==> config.mk <==
export PLATFORM = sky130hd
export DESIGN_NAME = pc_sequencer_flat
export DESIGN_NICKNAME = d
export VERILOG_FILES = /design/src/rtl/pc_sequencer_pkg.sv /design/src/rtl/pc_sequencer_if.sv /design/src/rtl/pc_sequencer_pc_next_sel.sv /design/src/rtl/pc_sequencer.sv /design/src/flat_wrapper.sv
export SDC_FILE = /design/constraint.sdc
export NUM_CORES = 1
export LEC_CHECK = 0
export ABC_AREA = 1
export CAP_MARGIN = 20
export CORE_ASPECT_RATIO = 0.6
export CORE_MARGIN = 10
export CORE_UTILIZATION = 42
export CTS_CLUSTER_SIZE = 20
export DETAILED_ROUTE_END_ITERATION = 16
export PLACE_DENSITY = 0.9
export SETUP_SLACK_MARGIN = 0.5
export SYNTH_ARGS = -nofsm -noshare
export SYNTH_HDL_FRONTEND = slang
export SYNTH_HIERARCHICAL = 1
export SYNTH_SLANG_ARGS = --single-unit
==> constraint.sdc <==
create_clock -name clk -period 1.7 [get_ports clk]
set_input_delay 0.255 -clock clk [delete_from_list [all_inputs] [get_ports clk]]
set_output_delay 0.255 -clock clk [all_outputs]
set_load 0.02 [all_outputs]
==> src/rtl/pc_sequencer_pkg.sv <==
// Shared types for the program-counter sequencer.
package pc_sequencer_pkg;

    // Sequencer control states.
    typedef enum logic [1:0] {
        StIdle,
        StRun,
        StHalt
    } seq_state_t;

    // Next-PC source selected by the control FSM.
    typedef enum logic [1:0] {
        SelHold,
        SelAdvance,
        SelBranch,
        SelReset
    } pc_sel_t;

    // Instructions are one 32-bit word; the PC steps in bytes.
    localparam int unsigned InstBytes = 4;

endpackage

==> src/rtl/pc_sequencer_if.sv <==
// Fetch/decode-side signal bundle of the PC sequencer.
// master: the environment (control inputs, fetcher ready); slave: the sequencer.
interface pc_sequencer_if #(
    parameter int unsigned BIT_WIDTH = 32
) ();
    logic                 start;
    logic                 halt_req;
    logic                 stall;
    logic                 branch_valid;
    logic [BIT_WIDTH-1:0] branch_target;
    logic                 fetch_ready;
    logic                 fetch_enable;
    logic [BIT_WIDTH-1:0] pc;
    logic [BIT_WIDTH-1:0] inst_pc;
    logic                 inst_valid;
    logic                 running;
    logic                 halted;
    logic                 oor_fault;

    modport master (
        output start, halt_req, stall, branch_valid, branch_target, fetch_ready,
        input  fetch_enable, pc, inst_pc, inst_valid, running, halted, oor_fault
    );

    modport slave (
        input  start, halt_req, stall, branch_valid, branch_target, fetch_ready,
        output fetch_enable, pc, inst_pc, inst_valid, running, halted, oor_fault
    );
endinterface

==> src/rtl/pc_sequencer_pc_next_sel.sv <==
// Combinational next-PC mux: hold / advance / branch / reset.
// Results are reduced modulo the code-memory span; oor flags an advance past the
// last word or a branch target beyond the span.
module pc_next_sel
    import pc_sequencer_pkg::*;
#(
    parameter int unsigned BIT_WIDTH  = 32,
    parameter int unsigned INST_COUNT = 256,
    parameter int unsigned RESET_PC   = 0
) (
    input  pc_sel_t              sel,
    input  logic [BIT_WIDTH-1:0] pc,
    input  logic [BIT_WIDTH-1:0] target,
    output logic [BIT_WIDTH-1:0] pc_next,
    output logic                 oor
);
    localparam int unsigned SpanBytes = INST_COUNT * InstBytes;
    localparam logic [BIT_WIDTH-1:0] PcMask    = BIT_WIDTH'(SpanBytes - 1);
    localparam logic [BIT_WIDTH-1:0] LastPc    = BIT_WIDTH'(SpanBytes - InstBytes);
    localparam logic [BIT_WIDTH-1:0] AlignMask = ~BIT_WIDTH'(InstBytes - 1);
    localparam logic [BIT_WIDTH-1:0] Step      = BIT_WIDTH'(InstBytes);

    // Select the next PC and flag out-of-range moves.
    always_comb begin
        pc_next = pc;
        oor     = 1'b0;
        unique case (sel)
            SelHold: pc_next = pc;
            SelAdvance: begin
                pc_next = (pc + Step) & PcMask;
                oor     = (pc == LastPc);
            end
            SelBranch: begin
                // Misaligned low bits are dropped, out-of-span bits truncated.
                pc_next = target & PcMask & AlignMask;
                oor     = |(target & ~PcMask);
            end
            SelReset: pc_next = BIT_WIDTH'(RESET_PC) & PcMask;
            default: pc_next = pc;
        endcase
    end
endmodule

==> src/rtl/pc_sequencer.sv <==
// Program-counter sequencer: owns the PC, drives the fetcher, tags fetched words
// with their PC and a valid flag, and handles start/halt, stalls and branches.
// Optional feature macro: PC_HALT_ON_OOR_EN (halt with sticky fault on an
// out-of-range PC instead of wrapping/truncating).
module pc_sequencer
    import pc_sequencer_pkg::*;
#(
    parameter int unsigned BIT_WIDTH  = 32,
    parameter int unsigned INST_COUNT = 256,
    parameter int unsigned RESET_PC   = 0
) (
    input logic            clk,
    input logic            nreset,
    pc_sequencer_if.slave  bus
);
    seq_state_t           state_q, state_d, state_nxt;
    pc_sel_t              sel;
    logic [BIT_WIDTH-1:0] pc_q, pc_d, pc_next;
    logic [BIT_WIDTH-1:0] inst_pc_q, inst_pc_d;
    logic                 squash_q, squash_d;
    logic                 oor_q, oor_d;
    logic                 oor_hit;
    logic                 fetch_enable;

    assign fetch_enable = (state_q == StRun) & ~bus.halt_req;

    pc_next_sel #(
        .BIT_WIDTH  (BIT_WIDTH),
        .INST_COUNT (INST_COUNT),
        .RESET_PC   (RESET_PC)
    ) u_pc_next_sel (
        .sel     (sel),
        .pc      (pc_q),
        .target  (bus.branch_target),
        .pc_next (pc_next),
        .oor     (oor_hit)
    );

    // Control FSM: base next state, PC source and squash request.
    always_comb begin
        state_nxt = state_q;
        sel       = SelHold;
        squash_d  = 1'b0;
        unique case (state_q)
            StIdle: begin
                if (bus.start && !bus.halt_req) begin
                    state_nxt = StRun;
                    sel       = SelReset;
                end
            end
            StRun: begin
                // A branch still loads the target even when halting this cycle.
                if (bus.branch_valid) begin
                    sel      = SelBranch;
                    squash_d = 1'b1;
                end else if (!bus.halt_req && !bus.stall) begin
                    sel = SelAdvance;
                end
                if (bus.halt_req) begin
                    state_nxt = StHalt;
                end
            end
            StHalt: begin
                if (bus.start && !bus.halt_req && !oor_q) begin
                    state_nxt = StRun;
                end
            end
            default: state_nxt = StIdle;
        endcase
    end

`ifdef PC_HALT_ON_OOR_EN
    // Out-of-range trap: halt, keep the last legal PC, latch the fault.
    always_comb begin
        state_d   = state_nxt;
        pc_d      = pc_next;
        oor_d     = oor_q;
        inst_pc_d = (fetch_enable && !bus.stall) ? pc_q : inst_pc_q;
        if (oor_hit) begin
            state_d = StHalt;
            pc_d    = pc_q;
            oor_d   = 1'b1;
        end
    end
`else
    logic unused_oor_hit;
    assign unused_oor_hit = oor_hit;

    // Wrapping build: the next PC is always taken and no fault is raised.
    always_comb begin
        state_d   = state_nxt;
        pc_d      = pc_next;
        oor_d     = 1'b0;
        inst_pc_d = (fetch_enable && !bus.stall) ? pc_q : inst_pc_q;
    end
`endif

    // State and datapath registers.
    always_ff @(posedge clk or negedge nreset) begin
        if (!nreset) begin
            state_q   <= StIdle;
            pc_q      <= BIT_WIDTH'(RESET_PC);
            inst_pc_q <= '0;
            squash_q  <= 1'b0;
            oor_q     <= 1'b0;
        end else begin
            state_q   <= state_d;
            pc_q      <= pc_d;
            inst_pc_q <= inst_pc_d;
            squash_q  <= squash_d;
            oor_q     <= oor_d;
        end
    end

    assign bus.fetch_enable = fetch_enable;
    assign bus.pc           = pc_q;
    assign bus.inst_pc      = inst_pc_q;
    assign bus.inst_valid   = bus.fetch_ready & ~squash_q;
    assign bus.running      = (state_q == StRun);
    assign bus.halted       = (state_q == StHalt);
    assign bus.oor_fault    = oor_q;
endmodule

==> src/flat_wrapper.sv <==
// flat-port wrapper written by rule: the top's interface ports become plain ports
module pc_sequencer_flat import pc_sequencer_pkg::*;
#(
    parameter int unsigned BIT_WIDTH  = 32,
    parameter int unsigned INST_COUNT = 256,
    parameter int unsigned RESET_PC   = 0
)
  (clk, nreset, bus_start, bus_halt_req, bus_stall, bus_branch_valid, bus_branch_target, bus_fetch_ready, bus_fetch_enable, bus_pc, bus_inst_pc, bus_inst_valid, bus_running, bus_halted, bus_oor_fault);
  pc_sequencer_if #(.BIT_WIDTH(BIT_WIDTH)) bus_i ();
  input logic clk;
  input logic nreset;
  input wire logic [$bits(bus_i.start)-1:0] bus_start;
  input wire logic [$bits(bus_i.halt_req)-1:0] bus_halt_req;
  input wire logic [$bits(bus_i.stall)-1:0] bus_stall;
  input wire logic [$bits(bus_i.branch_valid)-1:0] bus_branch_valid;
  input wire logic [$bits(bus_i.branch_target)-1:0] bus_branch_target;
  input wire logic [$bits(bus_i.fetch_ready)-1:0] bus_fetch_ready;
  output wire logic [$bits(bus_i.fetch_enable)-1:0] bus_fetch_enable;
  output wire logic [$bits(bus_i.pc)-1:0] bus_pc;
  output wire logic [$bits(bus_i.inst_pc)-1:0] bus_inst_pc;
  output wire logic [$bits(bus_i.inst_valid)-1:0] bus_inst_valid;
  output wire logic [$bits(bus_i.running)-1:0] bus_running;
  output wire logic [$bits(bus_i.halted)-1:0] bus_halted;
  output wire logic [$bits(bus_i.oor_fault)-1:0] bus_oor_fault;
  assign bus_i.start = bus_start;
  assign bus_i.halt_req = bus_halt_req;
  assign bus_i.stall = bus_stall;
  assign bus_i.branch_valid = bus_branch_valid;
  assign bus_i.branch_target = bus_branch_target;
  assign bus_i.fetch_ready = bus_fetch_ready;
  assign bus_fetch_enable = bus_i.fetch_enable;
  assign bus_pc = bus_i.pc;
  assign bus_inst_pc = bus_i.inst_pc;
  assign bus_inst_valid = bus_i.inst_valid;
  assign bus_running = bus_i.running;
  assign bus_halted = bus_i.halted;
  assign bus_oor_fault = bus_i.oor_fault;
  pc_sequencer #(.BIT_WIDTH(BIT_WIDTH), .INST_COUNT(INST_COUNT), .RESET_PC(RESET_PC)) u_core (.clk(clk), .nreset(nreset), .bus(bus_i));
endmodule
**Word-level counts from Yosys, hierarchy flattened**

Cells that the tools add are included.

- Bits of input ports: 39
- Word-level logic and storage cells: 35
- Register bits: 67

- Add/sub/neg operators: 1
- Multiplexer cells: 10
- Equal/unequal tests: 7
- Bitwise logic cells: 4
- Reduce and logical (&&, ||, !) cells: 9

Operator list:

| kind | count |
|---|---|
| one-hot mux 32 bit (3 select lines) | 1 |
| adder 10 x 3 -> 10 bit (second input constant) | 1 |
| two-way mux 2 bit | 4 |
| one-hot mux 2 bit (2 select lines) | 2 |
| == test 2 bit (second input constant) | 3 |
| == test 2 x 1 -> 1 bit (second input constant) | 2 |
| zero test 2 bit | 2 |
| logical AND 1 bit | 3 |
| two-way mux 1 bit | 3 |
| AND 1 bit | 2 |
| zero test 1 bit | 2 |
| inequality test 2 x 1 -> 1 bit (second input constant) | 1 |
| inequality test 2 bit (second input constant) | 1 |
| NOT 1 bit | 2 |
| AND reduction 2 bit | 1 |
| OR reduction 2 bit | 1 |

**Longest topological paths before layout**

- Word-level depth: 7
- Gate-level depth with buffers: 13

**Hierarchy**

The synthesis kept the hierarchy.

By module, submodules not included:

| module | times used | cells each | area each (um^2) |
|---|---|---|---|
| pc_sequencer | 1 | 202 | 2339.7 |
| pc_next_sel | 1 | 168 | 758.2 |

**Worst setup path after synthesis**

No wires, ideal clock.

- Path kind: register to register
- From: reg u_core.state_q[1]
- To: reg u_core.pc_q[9], in the netlist u_core/bus.pc[9]
- Cell stages (with the launch flop): 11
- Path slack: -0.100 ns
- Arrival: 1.672 ns
- Setup time: 0.127 ns
- Cells stage by stage: dfrtp_1 > nor2_8 > inv_1 > o21ai_0 > inv_1 > ha_1 > clkbuf_2 > inv_1 > nand3_1 > nor2_1 > o21ai_0

- Cells in the longest elaborated chain, start to end: 4

RTL lines:

| element | line | source |
|---|---|---|
| start: declaration | pc_sequencer.sv:16 | `seq_state_t state_q, state_d, state_nxt;` |
| start signal: assignment | pc_sequencer.sv:101 | `state_q <= StIdle;` |
| start signal: assignment | pc_sequencer.sv:107 | `state_q <= state_d;` |
| == test 2 x 1 -> 1 bit / zero test 2 bit (equally long branches) | pc_sequencer.sv:44 | `unique case (state_q)` |
| one-hot mux 2 bit (2 select lines) * | pc_sequencer.sv:44 |  |
| net u_core.sel[0] | pc_sequencer.sv:17 | `pc_sel_t sel;` |
| == test 2 bit / == test 2 x 1 -> 1 bit (equally long branches) | pc_sequencer_pc_next_sel.sv:27 | `unique case (sel)` |
| one-hot mux 32 bit (3 select lines) * | pc_sequencer_pc_next_sel.sv:27 |  |
| net u_core.pc_d[9] | pc_sequencer.sv:18 | `logic [BIT_WIDTH-1:0] pc_q, pc_d, pc_next;` |
| end signal: assignment | pc_sequencer.sv:102 | `pc_q <= BIT_WIDTH'(RESET_PC);` |
| end signal: assignment | pc_sequencer.sv:108 | `pc_q <= pc_d;` |
| end: declaration | pc_sequencer.sv:18 |  |

Mark *: on every way through the listed nets, which the timed path passes. The rest lies on a longest branch. The select of a mux whose other input is x is not followed.
A chain may end at the register's enable or synchronous reset.

**Worst setup path after layout**

- From: reg u_core.state_q[0]
- To: reg u_core.pc_q[7], in the netlist u_core/bus.pc[7]

The elaborated chain is that of the path after synthesis.

==> metrics.md <==
| Metric | Value |
|---|---|
| ANT nets after route | `0` |
| Worst R2R Start | `u_core/state_q[0]` |
| Area of the multi-input gates | `around 0.0011 mm2` |
| Initial Util | `between 40% and 50%` |
| Worst vdd ir | `between 0.0005 and 0.0006 V` |
| # IOs | `approximately 110` |
| Clock Path Buffers | `2` |
| Hold path start | `bus_halt_req` |
| Port Buffers | `82` |
| WL/cell | `approximately 17 um` |
| Area delta synth->final | `49.14%` |
| H-tree depth | `3` |
| Drt first-iter violations | `between 200 and 250` |
| N_diodes | `0` |
| Hold EP | `u_core/state_q[1]` |
| Reg2Reg Depth | `10` |
| Root buf cell | `clkbuf_16` |
| Synthesized Nets | `around 370` |
| Layout cell share with drive strength beyond 1 | `between 40 and 50%` |
| Crit path arrival time | `between 1.5 and 2 ns` |
| Clock transition at path regs | `0.06 ns` |
| Worst-Skew Late Latency | `~0.32 ns` |
| Register area | `~0.0017 mm2` |
| Total CTS buffers | `9` |
| FMAX | `between 500 and 600 MHz` |
| Max Used Layer | `met4` |
| First drt pass iteration count | `5` |
| Final min period | `approximately 1.7 ns` |
| Row count | `23` |
| Vias in the first global route | `about 2.7k` |
| Hold depth | `3` |
| Die area | `between 0.01 and 0.015 mm2` |
| Overall Global Routing Usage | `between 15 and 20%` |
| Crit end category | `register` |
| CORE AREA | `~0.0067 mm2` |
| Initial antenna violation count | `0` |
| Worst R2R End | `u_core/bus.pc[7]` |
| Met3 wire length | `550 um` |
| Setup crit start | `u_core/state_q[0]` |
| Hold Path Class | `in -> reg` |
| Crit path kind | `reg -> reg` |
| Post-route design area | `roughly 0.0043 mm2` |
| Tcrit/Tclk final | `between 90% and 100%` |
| Status | `completed` |
| RePlAce Congestion | `0.9130` |
| Drt total wl | `about 8.9 mm` |
| Critical Path RT | `between 1.5 and 2 ns` |
| Commonest non-fill, non-tap cell in the layout | `nand2_1` |
| Met2 routed WL | `4.343 mm` |
| Post-Syn Area | `just under 0.003 mm2` |
| Vias per cell | `4.987` |
| Place WS | `-0.3952 ns` |
| Die width | `~130 um` |
| # fillers | `574` |
| Final setup violating endpoints | `0` |
| Dpl cell area | `between 0.003 and 0.004 mm2` |
| Clk_skew | `slightly above 0.008 ns` |
| Cells after synthesis | `between 300 and 400` |
| Layout Nets | `482` |
| Hold Slack | `a little under 0.4 ns` |
| Setup crit start kind | `register` |
| Worst R2R Setup Slack | `between 0.02 and 0.025 ns` |
| Num Clock Sinks | `67` |
| CTS tree | `done` |
| Post-Syn Area per Cell | `around 9 um2` |
| Max Transition Viols Final | `0` |
| Post-layout worst setup margin | `0.02085 ns` |
| Die Ht | `around 84 um` |
| P per Cell Area | `about 1200 mW/mm2` |
| Most frequent cells in the layout | `102 x nand2_1, 64 x buf_2, 63 x dfrtp_1, 32 x nand4_1, 27 x buf_4` |
| Grt ovf | `0` |
| Worst-path fanout max | `8` |
| Vias | `between 2k and 3k` |
| Setup TNS | `0 ns` |
| Max_cap viols | `0` |
| Hpwl dp | `about 5.8 mm` |
| RSZ-0062 raised after global routing | `yes` |
| Core Util, Final | `approximately 65%` |
| # DRC | `0` |
| Lkg Pwr | `about 0.0025 uW` |
| First-pass GRT wire length | `14.03 mm` |
| Pin count of the biggest net entering global routing | `just under 70` |
| DRT met1 WL | `roughly 3.9 mm` |
| Synth warn | `6` |
| Final Hold Viols | `0` |
worst max-delay path, stage by stage (launching register included):
cell and delay, ns:
dfrtp_1 0.37, inv_2 0.08, nor2_8 0.15, inv_4 0.07, o21ai_4 0.19, inv_2 0.09
ha_4 0.24, nor2_4 0.16, nor2_1 0.08, nand2_1 0.08, nand2_1 0.06
final cells by class:
type	instances	area share [%]
tap	87	2.521
clock inverter	6	0.9562
clock buffer	10	5.535
multi-input combinational	193	25.85
sequential	67	38.95
timing repair buffer	125	22.23
inverter	43	3.970
through the flow:
stage,cells,total power (uW)
after floorplan,322,2626
after global placement,489,3186
after detailed placement,489,3234
after CTS,523,5032
after global routing,531,5436
final,531,5204
routing by layer:
metal / up-vias / GRT usage [%]
met3: 20 / 4.206
met4: 0 / 3.399
met2: 110 / 27.10
li1: 1248 / -
met5: - / 0
met1: 1270 / 19.75
report_power, final:
part           internal (uW)  total, uW  switching (uW)
Clock                   1020       1680             660
Sequential              1760       1900             133
Combinational            697       1630             929
Total                   3480       5200            1720
registers in the layout, summed over array words and instances (netlist names):
| name | cells |
|---|---|
| u_core/bus.pc | 32 |
| u_core/squash_q | 1 |
| u_core/state_q | 2 |
| u_core/bus.inst_pc | 32 |
worst max-delay path by stage:
stage	to	depth (start not counted)	slack, ns
6_report	u_core/bus.pc[7]	10	0.02
5_1_grt	u_core/bus.pc[7]	10	-0.03
4_1_cts	u_core/bus.pc[9]	9	0.12
3_5_place_dp	u_core/bus.pc[9]	10	-0.40
3_3_place_gp	u_core/bus.pc[9]	11	-0.29
2_1_floorplan	u_core/bus.pc[5]	9	0.14
what timing repair did:
action	4_1_cts	5_1_grt
hold buffers	1	0
setup buffers	15	7
endpoints found under the hold margin	67	0
pin swaps	6	8
endpoints found under the setup margin	132	69
cloned	2	1
gates resized for setup	307	35
Note: power is estimated with default switching activity, not from simulation.
